===== src/rtl/control_pkg.sv =====
// rtl/control_pkg.sv - shared opcodes, enums and control bundle for the RV32I control pipe
package control_pkg;

    localparam logic [6:0] OP_LOAD   = 7'h03;
    localparam logic [6:0] OP_IMM    = 7'h13;
    localparam logic [6:0] OP_AUIPC  = 7'h17;
    localparam logic [6:0] OP_STORE  = 7'h23;
    localparam logic [6:0] OP_REG    = 7'h33;
    localparam logic [6:0] OP_LUI    = 7'h37;
    localparam logic [6:0] OP_BRANCH = 7'h63;
    localparam logic [6:0] OP_JALR   = 7'h67;
    localparam logic [6:0] OP_JAL    = 7'h6F;

    typedef enum logic [3:0] {
        ALU_ADD  = 4'd0,
        ALU_SUB  = 4'd1,
        ALU_AND  = 4'd2,
        ALU_OR   = 4'd3,
        ALU_XOR  = 4'd4,
        ALU_SLL  = 4'd5,
        ALU_SRL  = 4'd6,
        ALU_PASSB = 4'd7,
        ALU_SRA  = 4'd8,
        ALU_SLT  = 4'd9,
        ALU_SLTU = 4'd10
    } alu_mode_t;

    typedef enum logic [2:0] {
        IMM_I = 3'd0,
        IMM_B = 3'd1,
        IMM_U = 3'd2,
        IMM_J = 3'd3,
        IMM_S = 3'd4
    } imm_fmt_t;

    typedef enum logic [1:0] {
        RES_ALU = 2'd0,
        RES_MEM = 2'd1,
        RES_PC4 = 2'd2
    } result_src_t;

    typedef struct packed {
        logic        reg_write;
        logic        mem_write;
        result_src_t result_src;
        alu_mode_t   alu_mode;
        logic        alu_src_a;
        logic        alu_src_b;
        imm_fmt_t    imm_format;
        logic        branch;
        logic [2:0]  branch_cond;
        logic        jump;
        logic        jalr;
        logic [2:0]  mem_size;
        logic [4:0]  rd;
        logic [4:0]  rs1;
        logic [4:0]  rs2;
    } ctrl_bundle_t;

    // alt selects SUB/SRA; callers pass 0 where instr[30] has no meaning.
    function automatic alu_mode_t alu_from_funct3(input logic [2:0] funct3, input logic alt);
        case (funct3)
            3'd0:    return alt ? ALU_SUB : ALU_ADD;
            3'd1:    return ALU_SLL;
            3'd2:    return ALU_SLT;
            3'd3:    return ALU_SLTU;
            3'd4:    return ALU_XOR;
            3'd5:    return alt ? ALU_SRA : ALU_SRL;
            3'd6:    return ALU_OR;
            default: return ALU_AND;
        endcase
    endfunction

endpackage


===== src/rtl/control_decode.sv =====
// rtl/control_decode.sv - combinational RV32I instruction decoder
module control_decode
    import control_pkg::*;
(
    input  logic [31:0]  instr,
    output ctrl_bundle_t ctrl,
    output logic         illegal,
    output logic         uses_rs1,
    output logic         uses_rs2
);

    logic [6:0] opcode;
    logic [2:0] funct3;
    logic [6:0] funct7;
    logic       funct7_ok;

    assign opcode    = instr[6:0];
    assign funct3    = instr[14:12];
    assign funct7    = instr[31:25];
    assign funct7_ok = (funct7 == 7'h00) || (funct7 == 7'h20);

    always_comb begin
        ctrl     = '0;
        illegal  = 1'b0;
        uses_rs1 = 1'b1;
        uses_rs2 = 1'b0;
        ctrl.rd  = instr[11:7];
        ctrl.rs1 = instr[19:15];
        ctrl.rs2 = instr[24:20];

        case (opcode)
            OP_LOAD: begin
                ctrl.reg_write  = 1'b1;
                ctrl.result_src = RES_MEM;
                ctrl.alu_src_b  = 1'b1;
                ctrl.imm_format = IMM_I;
                ctrl.mem_size   = funct3;
                illegal = (funct3 == 3'd3) || (funct3 == 3'd6) || (funct3 == 3'd7);
            end
            OP_IMM: begin
                ctrl.reg_write  = 1'b1;
                ctrl.alu_src_b  = 1'b1;
                ctrl.imm_format = IMM_I;
                // Only the shift-immediates carry a meaningful funct7.
                if (funct3 == 3'd1 || funct3 == 3'd5) begin
                    ctrl.alu_mode = alu_from_funct3(funct3, instr[30]);
                    illegal       = !funct7_ok;
                end else begin
                    ctrl.alu_mode = alu_from_funct3(funct3, 1'b0);
                end
            end
            OP_AUIPC: begin
                uses_rs1        = 1'b0;
                ctrl.reg_write  = 1'b1;
                ctrl.alu_src_a  = 1'b1;
                ctrl.alu_src_b  = 1'b1;
                ctrl.imm_format = IMM_U;
            end
            OP_STORE: begin
                uses_rs2        = 1'b1;
                ctrl.mem_write  = 1'b1;
                ctrl.alu_src_b  = 1'b1;
                ctrl.imm_format = IMM_S;
                ctrl.mem_size   = funct3;
                illegal = (funct3 > 3'd2);
            end
            OP_REG: begin
                uses_rs2       = 1'b1;
                ctrl.reg_write = 1'b1;
                ctrl.alu_mode  = alu_from_funct3(funct3, instr[30]);
                illegal        = !funct7_ok;
            end
            OP_LUI: begin
                uses_rs1        = 1'b0;
                ctrl.reg_write  = 1'b1;
                ctrl.alu_mode   = ALU_PASSB;
                ctrl.alu_src_b  = 1'b1;
                ctrl.imm_format = IMM_U;
            end
            OP_BRANCH: begin
                uses_rs2         = 1'b1;
                ctrl.branch      = 1'b1;
                ctrl.branch_cond = funct3;
                ctrl.imm_format  = IMM_B;
                case (funct3[2:1])
                    2'b00:   ctrl.alu_mode = ALU_SUB;
                    2'b10:   ctrl.alu_mode = ALU_SLT;
                    2'b11:   ctrl.alu_mode = ALU_SLTU;
                    default: illegal = 1'b1;
                endcase
            end
            OP_JALR: begin
                ctrl.reg_write  = 1'b1;
                ctrl.jalr       = 1'b1;
                ctrl.result_src = RES_PC4;
                ctrl.alu_src_b  = 1'b1;
                ctrl.imm_format = IMM_I;
            end
            OP_JAL: begin
                uses_rs1        = 1'b0;
                ctrl.reg_write  = 1'b1;
                ctrl.jump       = 1'b1;
                ctrl.result_src = RES_PC4;
                ctrl.alu_src_a  = 1'b1;
                ctrl.alu_src_b  = 1'b1;
                ctrl.imm_format = IMM_J;
            end
            default: begin
                uses_rs1 = 1'b0;
                illegal  = 1'b1;
            end
        endcase
    end

endmodule


===== src/rtl/control_pipe.sv =====
// rtl/control_pipe.sv - ID/EX control register with load-use hazard, bubbles and event counters
module control_pipe
    import control_pkg::*;
#(
    parameter int ALU_MODE_W = 4,
    parameter int REG_ADDR_W = 5,
    parameter int CNT_W      = 16,
    parameter bit HAZARD_EN  = 1'b1
) (
    input  logic                  clk,
    input  logic                  rst,
    input  logic [31:0]           id_instr,
    input  logic                  id_valid,
    input  logic                  flush,
    output logic                  stall_if,
    output logic                  ex_valid,
    output logic                  ex_reg_write,
    output logic                  ex_mem_write,
    output logic [1:0]            ex_result_src,
    output logic [ALU_MODE_W-1:0] ex_alu_mode,
    output logic                  ex_alu_src_a,
    output logic                  ex_alu_src_b,
    output logic [2:0]            ex_imm_format,
    output logic                  ex_branch,
    output logic [2:0]            ex_branch_cond,
    output logic                  ex_jump,
    output logic                  ex_jalr,
    output logic [2:0]            ex_mem_size,
    output logic [REG_ADDR_W-1:0] ex_rd,
    output logic [REG_ADDR_W-1:0] ex_rs1,
    output logic [REG_ADDR_W-1:0] ex_rs2,
    output logic                  illegal_instr,
    output logic [CNT_W-1:0]      stall_count,
    output logic [CNT_W-1:0]      flush_count
);

    localparam ctrl_bundle_t BUBBLE = '0;

    ctrl_bundle_t dec_ctrl;
    logic         dec_illegal;
    logic         dec_uses_rs1;
    logic         dec_uses_rs2;
    ctrl_bundle_t ex_q;
    logic         ex_valid_q;
    logic         illegal_q;
    logic         hazard;

    control_decode u_decode (
        .instr    (id_instr),
        .ctrl     (dec_ctrl),
        .illegal  (dec_illegal),
        .uses_rs1 (dec_uses_rs1),
        .uses_rs2 (dec_uses_rs2)
    );

    // A load in EX whose destination feeds the ID instruction must wait one cycle.
    assign hazard = HAZARD_EN && id_valid && ex_valid_q
                 && (ex_q.result_src == RES_MEM) && (ex_q.rd != 5'd0)
                 && ((dec_uses_rs1 && (dec_ctrl.rs1 == ex_q.rd))
                  || (dec_uses_rs2 && (dec_ctrl.rs2 == ex_q.rd)));

    assign stall_if = hazard && !flush;

    always_ff @(posedge clk) begin
        if (rst) begin
            ex_q        <= BUBBLE;
            ex_valid_q  <= 1'b0;
            illegal_q   <= 1'b0;
            stall_count <= '0;
            flush_count <= '0;
        end else if (flush) begin
            ex_q       <= BUBBLE;
            ex_valid_q <= 1'b0;
            if (flush_count != '1)
                flush_count <= flush_count + CNT_W'(1);
        end else if (hazard) begin
            ex_q       <= BUBBLE;
            ex_valid_q <= 1'b0;
            if (stall_count != '1)
                stall_count <= stall_count + CNT_W'(1);
        end else if (id_valid && dec_illegal) begin
            ex_q       <= BUBBLE;
            ex_valid_q <= 1'b0;
            illegal_q  <= 1'b1;
        end else if (id_valid) begin
            ex_q       <= dec_ctrl;
            ex_valid_q <= 1'b1;
        end else begin
            ex_q       <= BUBBLE;
            ex_valid_q <= 1'b0;
        end
    end

    assign ex_valid       = ex_valid_q;
    assign ex_reg_write   = ex_q.reg_write;
    assign ex_mem_write   = ex_q.mem_write;
    assign ex_result_src  = ex_q.result_src;
    assign ex_alu_mode    = ALU_MODE_W'(ex_q.alu_mode);
    assign ex_alu_src_a   = ex_q.alu_src_a;
    assign ex_alu_src_b   = ex_q.alu_src_b;
    assign ex_imm_format  = ex_q.imm_format;
    assign ex_branch      = ex_q.branch;
    assign ex_branch_cond = ex_q.branch_cond;
    assign ex_jump        = ex_q.jump;
    assign ex_jalr        = ex_q.jalr;
    assign ex_mem_size    = ex_q.mem_size;
    assign ex_rd          = REG_ADDR_W'(ex_q.rd);
    assign ex_rs1         = REG_ADDR_W'(ex_q.rs1);
    assign ex_rs2         = REG_ADDR_W'(ex_q.rs2);
    assign illegal_instr  = illegal_q;

endmodule


===== config.mk =====
export PLATFORM = sky130hd
export DESIGN_NAME = control_pipe
export DESIGN_NICKNAME = d
export VERILOG_FILES = /design/src/rtl/control_pkg.sv /design/src/rtl/control_decode.sv /design/src/rtl/control_pipe.sv
export SDC_FILE = /design/constraint.sdc
export NUM_CORES = 1
export LEC_CHECK = 0
export ABC_AREA = 1
export BUFFER_PORTS_ARGS = -buffer_cell sky130_fd_sc_hd__buf_4
export CAP_MARGIN = 20
export CELL_PAD_IN_SITES_DETAIL_PLACEMENT = 1
export CELL_PAD_IN_SITES_GLOBAL_PLACEMENT = 2
export CORE_MARGIN = 4
export CORE_UTILIZATION = 29
export DETAILED_ROUTE_END_ITERATION = 10
export PLACE_DENSITY_LB_ADDON = 0.1
export SLEW_MARGIN = 20
export SYNTH_ARGS = -nofsm -noshare
export SYNTH_HDL_FRONTEND = slang
export SYNTH_HIERARCHICAL = 1
export SYNTH_SLANG_ARGS = --single-unit

===== constraint.sdc =====
create_clock -name clk -period 4.2 [get_ports clk]
set_clock_uncertainty 0.1 [all_clocks]
set_input_delay 0.21 -clock clk [delete_from_list [all_inputs] [get_ports clk]]
set_output_delay 0.21 -clock clk [all_outputs]
set_load 0.005 [all_outputs]

# Yosys cells after proc, flatten, opt, wreduce, memory -nomap -nowiden
# Cells that the tools add are included.
word_totals:
  reg_bits: 71
  latchBits: 0
  mem_bits_rw: 0
  mem_bits_ro: 0
  input_bits: 36
  output_inout_bits: 72
  wordCells: 109
  memories: 0
classes:
  n_addsub: 2
  multipliers: 0
  div: 0
  order_cmp: 1
  n_eq_ne: 24
  shifts: 0
  muxes: 22
  bitwise: 5
  reduce_logical: 36
ops:
  columns: ["operator", "n"]
  rows:
  - ["4-bit one-hot mux with 7 select lines", 2]
  - ["16-bit by 1-bit adder with 16-bit output, second input constant", 2]
  - ["16-bit inequality test, second input constant", 2]
  - ["7-bit by 6-bit == test with 1-bit output, second input constant", 4]
  - ["7-bit == test, second input constant", 3]
  - ["6-bit OR reduction", 3]
  - ["4-bit one-hot mux with 4 select lines", 1]
  - ["7-bit by 5-bit == test with 1-bit output, second input constant", 2]
  - ["7-bit OR reduction", 2]
  - ["3-bit == test, second input constant", 4]
  - ["1-bit 2-to-1 mux", 12]
  - ["4-bit 2-to-1 mux", 3]
  - ["3-bit one-hot mux with 4 select lines", 1]
  - ["4-bit one-hot mux with 3 select lines", 1]
  - ["5-bit == test", 2]
  - ["1-bit logical AND", 8]
  - ["2-bit OR reduction", 4]
  - ["4-bit OR reduction", 2]
  - ["7-bit by 2-bit == test with 1-bit output, second input constant", 1]
  - ["7-bit logical NOT", 1]
  - ["3-bit by 2-bit == test with 1-bit output, second input constant", 2]
  - ["1-bit one-hot mux with 6 select lines", 1]
  - ["3-bit AND reduction", 2]
  - ["3-bit OR reduction", 2]
  - ["other kinds (13)", 23]

# Depth between registers and ports, before layout
depth:
  word_depth: 8
  depth_mapped: 16

# Hierarchy
# Netlist, hierarchy kept.
by_module_without_submodules:
  columns: ["module", "instances", "cells_per_inst", "area_per_inst_um2", "seq_area_each_um2"]
  rows:
  - ["control_pipe", 1, 449, 3116.7, 1421.4]
  - ["control_decode", 1, 128, 658.1, 0.0]

# Least setup slack after synthesis
# Ideal clock, no wire load.
synth_timing:
  kind: "input -> register"
  start: "input id_instr[1]"
  end: "register ex_q (netlist bit ex_alu_mode[0])"
  setup_ps: 112
  arrival_time_ps: 1590
  required_ps: 3988
  slack_ps: 2398
  path_stages: 15
  n_path_buf: 2
  cell_sequence: "nand2_1 nor2_4 nand2_2 inv_2 nor2_1 nand3_1 nand2_1 nor2_1 nand3_1 nand2_2 a21oi_1 nand4_1 buf_6 buf_6 nor2_2"
synth_via:
  elab_chain_cells: 7
synth_rtl:
  columns: ["element", "line_no", "rtl"]
  rows:
  - ["start: declaration", "control_pipe.sv:12", "input logic [31:0] id_instr,"]
  - ["7-bit by 2-bit == test with 1-bit output, or another cell as far along", "control_decode.sv:31", "case (opcode)"]
  - ["6-bit OR reduction (no line) *", null, null]
  - ["1-bit 2-to-1 mux *", "control_decode.sv:31", null]
  - ["named net dec_uses_rs1", "control_pipe.sv:41", "logic dec_uses_rs1;"]
  - ["1-bit logical AND *", "control_pipe.sv:59", "&& ((dec_uses_rs1 && (dec_ctrl.rs1 == ex_q.rd))"]
  - ["1-bit logical OR *", "control_pipe.sv:60", "|| (dec_uses_rs2 && (dec_ctrl.rs2 == ex_q.rd)));"]
  - ["1-bit logical AND *", "control_pipe.sv:59", null]
  - ["5-bit OR reduction (no line) *", null, null]
  - ["end signal: assignment", "control_pipe.sv:86", "ex_q <= dec_ctrl;"]
  - ["end: declaration", "control_pipe.sv:43", "ctrl_bundle_t ex_q;"]
# Mark *: on every way through the listed nets, which the timed path passes. The rest lies on a longest branch.
# A chain may end at the register's enable or synchronous reset.

# Worst setup path after layout
layout_timing:
  start: "input id_instr[3]"
  end: "output stall_if"
layout_via:
  elab_chain_cells: 7
layout_rtl:
  columns: ["element", "line_no", "rtl"]
  rows:
  - ["7-bit by 2-bit == test with 1-bit output, or another cell as far along", "control_decode.sv:31", null]
  - ["6-bit OR reduction (no line) *", null, null]
  - ["1-bit 2-to-1 mux *", "control_decode.sv:31", null]
  - ["named net dec_uses_rs1", "control_pipe.sv:41", null]
  - ["1-bit logical AND *", "control_pipe.sv:59", null]
  - ["1-bit logical OR *", "control_pipe.sv:60", null]
  - ["1-bit logical AND *", "control_pipe.sv:59", null]
  - ["1-bit logical AND *", "control_pipe.sv:62", "assign stall_if = hazard && !flush;"]
  - ["end: declaration", "control_pipe.sv:15", "output logic stall_if,"]
# Marked as above.

==> flow_summary.yaml <==
placement:
  gp_congestion: 0.844
  pre_cts_ws_ns: 1.80
  dp_hpwl_um: 8680
  portBuffers: 107
yosys:
  syn_inst: 577
  synth.area.top_cells: "dfxtp_1 (38%), nand2_1 (12%), nor2_1 (11%)"
  synth-simple-area-share_pct: 41.0
  syn-num-nets: 615
  synthDistinctLibCells: 34
  synth_compound_area_share_pct: 5.24
  synth_top_area_share_pct: 37.7
  syn_area_mm2: 0.00377
  yosysWarnings: 6
  synth_top_family_by_area: "simple AND/OR/NAND/NOR gates"
  synthAdderAreaFrac_pct: 0.663
  yosys-mux-area-fraction_pct: 0
  ys_ff_latch: 71
  synth_top_area_cell: "dfxtp_1"
  avgSynthCellArea_um2: 6.54
  synthXorXnorAreaFrac_pct: 0.928
  yosysSeqAreaShare_pct: 37.7
power:
  p_int_mw: 1.15
  peakVddDrop_uv: 160
  p_per_area_mw_per_mm2: 303
  p_comb_share_pct: 7.8
  power.share.sequential_pct: 45.7
  swShare_pct: 22.9
  clkPwrFrac_pct: 46.6
  leakage_nw: 2.27
  p_total_mw: 1.50
  switchingPower_uw: 343
clocking:
  numCtsBuffers: 9
  cts_buffer_depth: 2
  insertion_delay_ns: 0.34
  cts_tree: "done"
  root_buffer: "clkbuf_16"
  clkSlewWorstSetupHoldPaths_ns: 0.05
  post_cts_buffers: 0
  clock-sinks: 71
  htreeDepth: 3
layout:
  final_util_pct: 39.0
  fillCellCount: 1686
  diodes: 0
  layout-drive-gt1-share_pct: 26.0
  syn_to_final_growth_pct: 30.9
  nets: 715
worst_setup_path:
  critPathRequiredTime_ns: 3.89
  r2r-start: "flush_count[0]"
  path_class: "in2out"
  path_max_fanout: 7
  critPathArrivalTime_ns: 1.88
  worstReg2RegEnd: "flush_count[6]"
  endpoint_kind: "output port"
  cp-start-kind: "input pin"
  r2r_setup_slack_ns: 2.07
  r2r.worst_path.cells: 9
timing:
  tns_ns: 0
  min_period_ns: 2.19
  final_max_slew_viol_count: 0
  fin_ws_ns: 2.01
  fmax_ghz: 0.457
  setup_viol: 0
  period_share_pct: 52.1
  rsz0062_at_grt: "false"
  maxSlewHeadroom_pct: 41.4
  worst_pin_slew_ns: 0.878
  finalHoldViolCount: 0
die:
  pin_count: 108
  fp.coreArea_mm2: 0.0127
  rows: 41
  die_x_um: 122
  start_util_pct: 29.8
  die_h_um: 122
  dieArea_mm2: 0.0149
drt:
  wl_per_cell_um: 13.1
  ant_nets: 0
  drt_wl_total_um: 11100
  route.detailed.drc: 0
  drt-initial-drc-count: 137
  vias_per_cell: 4.44
  vias: 3784
  firstDrtPassIters: 4
global_routing:
  grt_overflow: 0
  grt_max_degree: 39
  antenna_found_initial: 0
  grt_pass1_wl_um: 18400
  grt_pass1_vias: 3841
  track_usage_pct: 15.7
status:
  status: "finished clean"
min_path:
  min_delay_path_depth: 3
  min-delay-start: "id_instr[20]"
  hold_path.class: "in2reg"
  hold_end: "ex_rs2[0]"
run:
  drv_cap: 0
## cells in the final DEF (no fill, tap or decap), types with 9 or more instances in the layout
master,n
a21oi_1,17
buf_4,108
clkbuf_16,9
dfxtp_1,71
inv_1,81
inv_2,15
nand2_1,125
nand2_2,9
nand3_1,35
nand4_1,13
nor2_1,113
nor2_2,21
o21ai_0,15
## power by group through the flow
stage / Combinational, mW / Sequential (mW) / Clock [mW]
floorplan: 0.0701 / 0.698 / 0
global placement: 0.112 / 0.698 / 0
detailed placement: 0.114 / 0.698 / 0
CTS: 0.119 / 0.684 / 0.725
global route: 0.131 / 0.684 / 0.755
finish: 0.116 / 0.684 / 0.697
## worst max-delay path by stage
| stage | from | end | slack, ns | cells past startpoint |
|---|---|---|---|---|
| 3_5_place_dp | id_instr[3] | ex_jump | 1.80 | 16 |
| 4_1_cts | id_instr[3] | stall_if | 1.98 | 15 |
| 2_1_floorplan | id_instr[1] | ex_alu_mode[0] | 2.40 | 15 |
| 5_1_grt | flush_count[0] | flush_count[6] | 1.77 | 9 |
| 6_report | id_instr[3] | stall_if | 2.01 | 15 |
| 3_3_place_gp | id_instr[4] | ex_rd[3] | 1.90 | 16 |
## layer usage
metal,GRT usage [%],routed length (um)
met3,4.13,495
met5,0,0
met2,26.7,5300
met4,5.04,147
met1,19.4,5180
## sequential cells by signal, indices dropped and copies added, names as in the netlist, 2 cells and up
name / count
ex_alu_mode: 4
ex_branch_cond: 3
ex_imm_format: 3
ex_mem_size: 3
ex_rd: 5
ex_result_src: 2
ex_rs1: 5
ex_rs2: 5
flush_count: 16
stall_count: 16
## through the flow
stage               hold slack (ns)  std cells  area, um^2
detailed placement            0.335        832        4610
global placement              0.328        832        4610
CTS                         0.00255        852        4940
global route                0.00457        852        4940
floorplan                     0.275        577        3770
finish                       0.0139        852        4940
## what timing repair did
item / CTS / global route
endpoints found under the hold margin: 6 / 0
gates resized for setup: 0 / 0
hold buffers: 6 / 0
## worst max-delay path, stage by stage
cell and delay, ns:
buf_4 0.12, inv_2 0.07, nand2_2 0.06, nor2_4 0.21, nand2_2 0.11, inv_2 0.10, nor2_1 0.05, nand3_1 0.09
nand2_1 0.06, nor2_1 0.10, nand3_1 0.09, nand2_2 0.13, nand2_1 0.12, nor2_4 0.20, buf_4 0.15
## cells in the mapped netlist (all sizes together)
master and instances:
inv 96, nor3b 1, a31oi 1, xor2 4, nor4 2, nand3 39, nor2 139, nand4 13
buf 22, o211ai 1, nand3b 2, ha 2, o21ai 17, o21bai 1, a21oi 17, dfxtp 71
nor3 9, clkbuf 3, nand2 135, o22ai 1, and3 1
## kinds of logic after synthesis
group           after synthesis
simple gates                341
buf+inv                     121
flops                        71
compound gates               38
xor+xnor                      4
fa+ha+maj                     2
## cell type report
| cell class | count | area, um^2 | share of cell area [%] |
|---|---|---|---|
| well taps | 172 | 215 | 4.36 |
| multi-input cells | 385 | 1810 | 36.6 |
| inverters | 96 | 360 | 7.29 |
| clock inverters | 1 | 5.00 | 0.101 |
| flip-flops and latches | 71 | 1420 | 28.8 |
| clock buffers | 13 | 260 | 5.27 |
| repair buffers | 114 | 871 | 17.6 |
Power figures use the tool's default switching activity.
